[src/rtl/sample_stats.sv]
`default_nettype none
// ============================================================================
// Module      : sample_stats
// Description : Per-channel windowed statistics (fraction over threshold,
//               mean in 1/32 LSB). Define SAMPLE_STATS_PEAK_EN for peak |x|.
// Revision    : 1.0 - initial release
// ============================================================================
module sample_stats #(
   parameter int NCH      = 4,
   parameter int SW       = 8,
   parameter int WIN_LOG2 = 19,
   parameter int THR      = 16
) (
   input  logic                clk,
   input  logic                rst,
   input  logic                x_valid,
   input  logic [NCH*SW-1:0]   x,
   input  logic                clear,
   output logic [NCH*8-1:0]    hi_frac,
   output logic [NCH*8-1:0]    dc,
`ifdef SAMPLE_STATS_PEAK_EN
   output logic [NCH*SW-1:0]   peak,
`endif
   output logic                out_valid
);

   localparam int                  c_acc_w   = SW + WIN_LOG2;
   localparam int                  c_hit_w   = WIN_LOG2 + 1;
   localparam logic [WIN_LOG2-1:0] c_last_n  = '1;
   localparam logic [SW-1:0]       c_smin    = {1'b1, {(SW-1){1'b0}}};
   localparam logic [SW-1:0]       c_mag_max = {1'b0, {(SW-1){1'b1}}};
   localparam logic [SW-1:0]       c_thr     = SW'(THR);

   logic [WIN_LOG2-1:0] r_n;
   logic                w_accept;
   logic                w_last;

   assign w_accept = x_valid & ~clear;
   assign w_last   = w_accept && (r_n == c_last_n);

   always_ff @(posedge clk) begin
      if (rst) begin
         r_n       <= '0;
         out_valid <= 1'b0;
      end else begin
         out_valid <= w_last;
         if (clear || w_last)
            r_n <= '0;
         else if (x_valid)
            r_n <= r_n + 1'b1;
      end
   end

   for (genvar k = 0; k < NCH; k++) begin : g_ch
      logic [SW-1:0]      w_s;
      logic [SW-1:0]      w_mag;
      logic               w_hit;
      logic [c_hit_w-1:0] r_hits;
      logic [c_hit_w-1:0] w_hits_fin;
      logic [c_hit_w-1:0] w_hits_shr;
      logic [7:0]         w_hi;
      logic [c_acc_w-1:0] r_acc;
      logic [c_acc_w-1:0] w_acc_fin;
      logic [7:0]         w_dc;
      logic [7:0]         r_hi;
      logic [7:0]         r_dc;

      assign w_s = x[k*SW +: SW];

      // Saturating magnitude: the most negative code has no positive twin
      always_comb begin
         w_mag = w_s;
         if (w_s == c_smin)
            w_mag = c_mag_max;
         else if (w_s[SW-1])
            w_mag = ~w_s + 1'b1;
      end

      assign w_hit      = (w_mag >= c_thr);
      assign w_hits_fin = r_hits + {{(c_hit_w-1){1'b0}}, w_hit};
      assign w_hits_shr = w_hits_fin >> (WIN_LOG2 - 8);
      assign w_hi       = (|w_hits_shr[c_hit_w-1:8]) ? 8'hFF : w_hits_shr[7:0];
      assign w_acc_fin  = r_acc + {{WIN_LOG2{w_s[SW-1]}}, w_s};

      if (SW >= 3) begin : g_dc_wide
         assign w_dc = w_acc_fin[WIN_LOG2+2 -: 8];
      end else begin : g_dc_narrow
         assign w_dc = {w_acc_fin[c_acc_w-1], w_acc_fin[WIN_LOG2+1 -: 7]};
      end

      always_ff @(posedge clk) begin
         if (rst) begin
            r_hits <= '0;
            r_acc  <= '0;
            r_hi   <= '0;
            r_dc   <= '0;
         end else if (clear || w_last) begin
            r_hits <= '0;
            r_acc  <= '0;
            if (w_last) begin
               r_hi <= w_hi;
               r_dc <= w_dc;
            end
         end else if (x_valid) begin
            r_hits <= w_hits_fin;
            r_acc  <= w_acc_fin;
         end
      end

      assign hi_frac[k*8 +: 8] = r_hi;
      assign dc[k*8 +: 8]      = r_dc;

`ifdef SAMPLE_STATS_PEAK_EN
      logic [SW-1:0] r_run_max;
      logic [SW-1:0] w_max_fin;
      logic [SW-1:0] r_peak;

      assign w_max_fin = (w_mag > r_run_max) ? w_mag : r_run_max;

      always_ff @(posedge clk) begin
         if (rst) begin
            r_run_max <= '0;
            r_peak    <= '0;
         end else if (clear || w_last) begin
            r_run_max <= '0;
            if (w_last)
               r_peak <= w_max_fin;
         end else if (x_valid) begin
            r_run_max <= w_max_fin;
         end
      end

      assign peak[k*SW +: SW] = r_peak;
`endif
   end

endmodule
`default_nettype wire

[config.mk]
export PLATFORM = sky130hd
export DESIGN_NAME = sample_stats
export DESIGN_NICKNAME = d
export VERILOG_FILES = /design/src/rtl/sample_stats.sv
export SDC_FILE = /design/constraint.sdc
export NUM_CORES = 1
export LEC_CHECK = 0
export ABC_AREA = 1
export BUFFER_PORTS_ARGS = -buffer_cell sky130_fd_sc_hd__buf_2
export CAP_MARGIN = 20
export CORE_ASPECT_RATIO = 1.2
export CORE_MARGIN = 2
export CORE_UTILIZATION = 25
export DETAILED_ROUTE_END_ITERATION = 8
export HOLD_SLACK_MARGIN = 0.05
export PLACE_DENSITY = 0.43
export SYNTH_ARGS = -nofsm -noshare
export SYNTH_HDL_FRONTEND = slang
export SYNTH_SLANG_ARGS = --single-unit
export TNS_END_PERCENT = 5
[constraint.sdc]
create_clock -name clk -period 4.05 [get_ports clk]
set_input_delay 0.6075 -clock clk [delete_from_list [all_inputs] [get_ports clk]]
set_output_delay 0.6075 -clock clk [all_outputs]
set_load 0.1 [all_outputs]
==> impl_metrics.toml <==
[run_status]
status = "finished clean"

[sta]
hold_viol = 0
fin_worst_skew_ps = 15.5
slew_violations = 0
slew_headroom_pct = 37.7
final.min_clock_period_ps = 2490
fmaxAchievable_ghz = 0.401
rsz0062_at_grt = "false"
setup_tns_ps = 0
finalCritPeriodShare_pct = 61.5
setup_viol_count_final = 0
worstMarginPinSlew_ps = 934

[worst_setup_path]
crit_arrival_ps = 2910
crit_type = "input port to flop"
cp_top_family = "simple AND/OR/NAND/NOR gates"
crit_path_end_kind = "flop"
max_stage_delay_ps = 410
worstPathCellList = "buf_2, inv_1, ha_1, nand2_1, a21oi_1, o211ai_1, a22o_1, ha_1, nand3_1, nor3_1, nand2_1, nor2_1, nand3_1, nand2_1, inv_1, nor2_1, nor2_1"
cp_max_fo = 7
critPathSlowestCell = "nor3_1"
start_kind = "input port"
cp.buffers_inverters = 3
crit_required_ps = 4470

[pwr]
seq_power_share_pct = 38.2
p_comb_share_pct = 13.4
switching_power_mw = 1.83
p_int_mw = 4.88
sw_frac_of_total_pct = 27.3
irDropWorstVdd_v = 0.000193
totalPowerFinal_mw = 6.71
power_density_nw_per_um2 = 342
leakagePower_nw = 9.73
p_clk_share_pct = 48.4

[job]
drv_cap = 0

[placement]
port_buffers = 100
dp_hpwl_mm = 36.8
place_congestion = 0.834

[floorplan]
fp.coreArea_um2 = 67100
die_x_um = 242
rows = 104
fp.dieH_um = 290
dieArea_um2 = 70100
start_util_pct = 25.3
ioPinCount = 101

[worst_hold_path]
hp-class = "input port to flop"

[global_route]
grt_pass1_wl_mm = 83.3
grt_pass1_vias = 16100
overflow = 0
antenna_found_initial = 1
grt_max_degree = 107
grt.total_usage_pct = 14.4

[logic_synthesis]
synth_top_area_share_pct = 29.7
netlist_instances = 2775
synth_fp_nets = 2912
synthTopCellsByArea = "dfxtp_1 (30%), nand2_1 (19%), nor2_1 (9.3%)"
yosys.cell_types.count = 34
yosys_warnings = 0
avgSynthCellArea_um2 = 6.13
yosysMostFrequentCell = "nand2_1"
async_flop_share_pct = 0
ys_ff_latch = 252
synth_seq_area_share_pct = 29.7
synthesis.area_um2 = 17000
netlist_top_cells_count = "nand2_1 (861), nor2_1 (421), inv_1 (409), dfxtp_1 (252), nand3_1 (215)"
synth_edf_count = 0
yosysTopAreaCell = "dfxtp_1"
synth_ff_type = "dfxtp_1"

[drt]
drcViolationCount = 0
num_vias = 16100
drtIter0Drc = 724
dr.pass1.iters = 5
antenna_left = 0
viasPerCell = 4.27
finalWirelength_mm = 50.2
avgRoutedWirePerCell_um = 13.3

[cts]
cts.repair.resized = 0
cts_hold_buf = 0
path_clk_slew_ps = 60
cts_htree_levels = 2
cts_buffers = 35
ctsRootBufferMaster = "clkbuf_16"
clk-insertion-delay-late_ps = 540
clock_path_buffers = 3
cts_setup_buffers = 0
clock-sinks = 252
cts_tree = "built"

[layout]
nets = 2988
post_route_cells_drive_above_1_share_pct = 6.13
syn_to_final_growth_pct = 15.6
diodes = 0
power by group through the flow:
stage	Sequential, mW	Clock (mW)	Combinational (mW)
floorplan	2.61	0	0.675
global placement	2.62	0	0.912
detailed placement	2.62	0	0.910
CTS	2.56	3.37	0.915
global route	2.57	3.47	1.05
finish	2.56	3.25	0.899
layout by cell type, fill, tap and decap left out, types with 9 or more instances in the layout:
master / count
nand3_1: 214
inv_1: 408
a21oi_1: 121
xor2_1: 63
ha_1: 97
o21a_1: 35
nor2_1: 420
nand2_1: 861
dfxtp_1: 252
nor3_1: 44
o21ai_0: 38
buf_2: 99
buf_4: 9
nand4_1: 34
xnor2_1: 41
clkbuf_16: 37
a211oi_1: 15
registers in the layout, summed over array words and instances (netlist names):
name and flops:
g_ch.r_dc 32, g_ch.r_hi 32, g_ch.r_acc 88, r_n 19, out_valid 1, g_ch.r_hits 80
kinds of logic after synthesis:
group	after synthesis	share of synthesized area [%]
AND/OR/NAND/NOR	1596	38.1
buffers and inverters	484	11.1
flip-flops	252	29.7
AO/OA/AOI/OAI	238	8.16
XOR/XNOR	104	5.36
adder cells (fa/ha/maj)	101	7.61
metal layers:
layer  share of wire (%)  track usage, %  up-vias
met5                   0               0        -
met4                 2.3            4.01        0
met3                 3.5            2.55       60
met2                  46            25.3      174
met1                  48            18.1     7059
li1                    -               -     8813
final cells by class:
type / count / area (um^2)
sequential: 252 / 5040
clock inverter: 12 / 188
multi-input combinational: 2039 / 10100
timing repair buffer: 113 / 654
fill: 7725 / 47500
tap: 901 / 1130
inverter: 410 / 1540
clock buffer: 47 / 1000
through the flow:
step           instance area (um^2)  cells  utilization (%)  hold slack, ps  setup WS [ps]
4_1_cts                       19600   3774             29.3             315           1550
3_3_place_gp                  18500   3715             27.5             460           1020
5_1_grt                       19600   3774             29.3             327           1220
3_5_place_dp                  18500   3715             27.5             458            971
6_report                      19600   3774             29.3             337           1560
2_1_floorplan                 17000   2775                -             439           1480
final timing paths:
kind	endpoint	cells past startpoint	slack (ps)	start
worst min register to register	g_ch[0].r_acc[3]	2	460	g_ch[0].r_acc[3]
worst max-delay path	g_ch[0].r_hi[3]	17	1560	x[1]
worst max register to register	g_ch[2].r_acc[14]	11	1680	r_n[0]
worst min-delay path	out_valid	2	340	rst
Note: power is estimated with default switching activity, not from simulation.
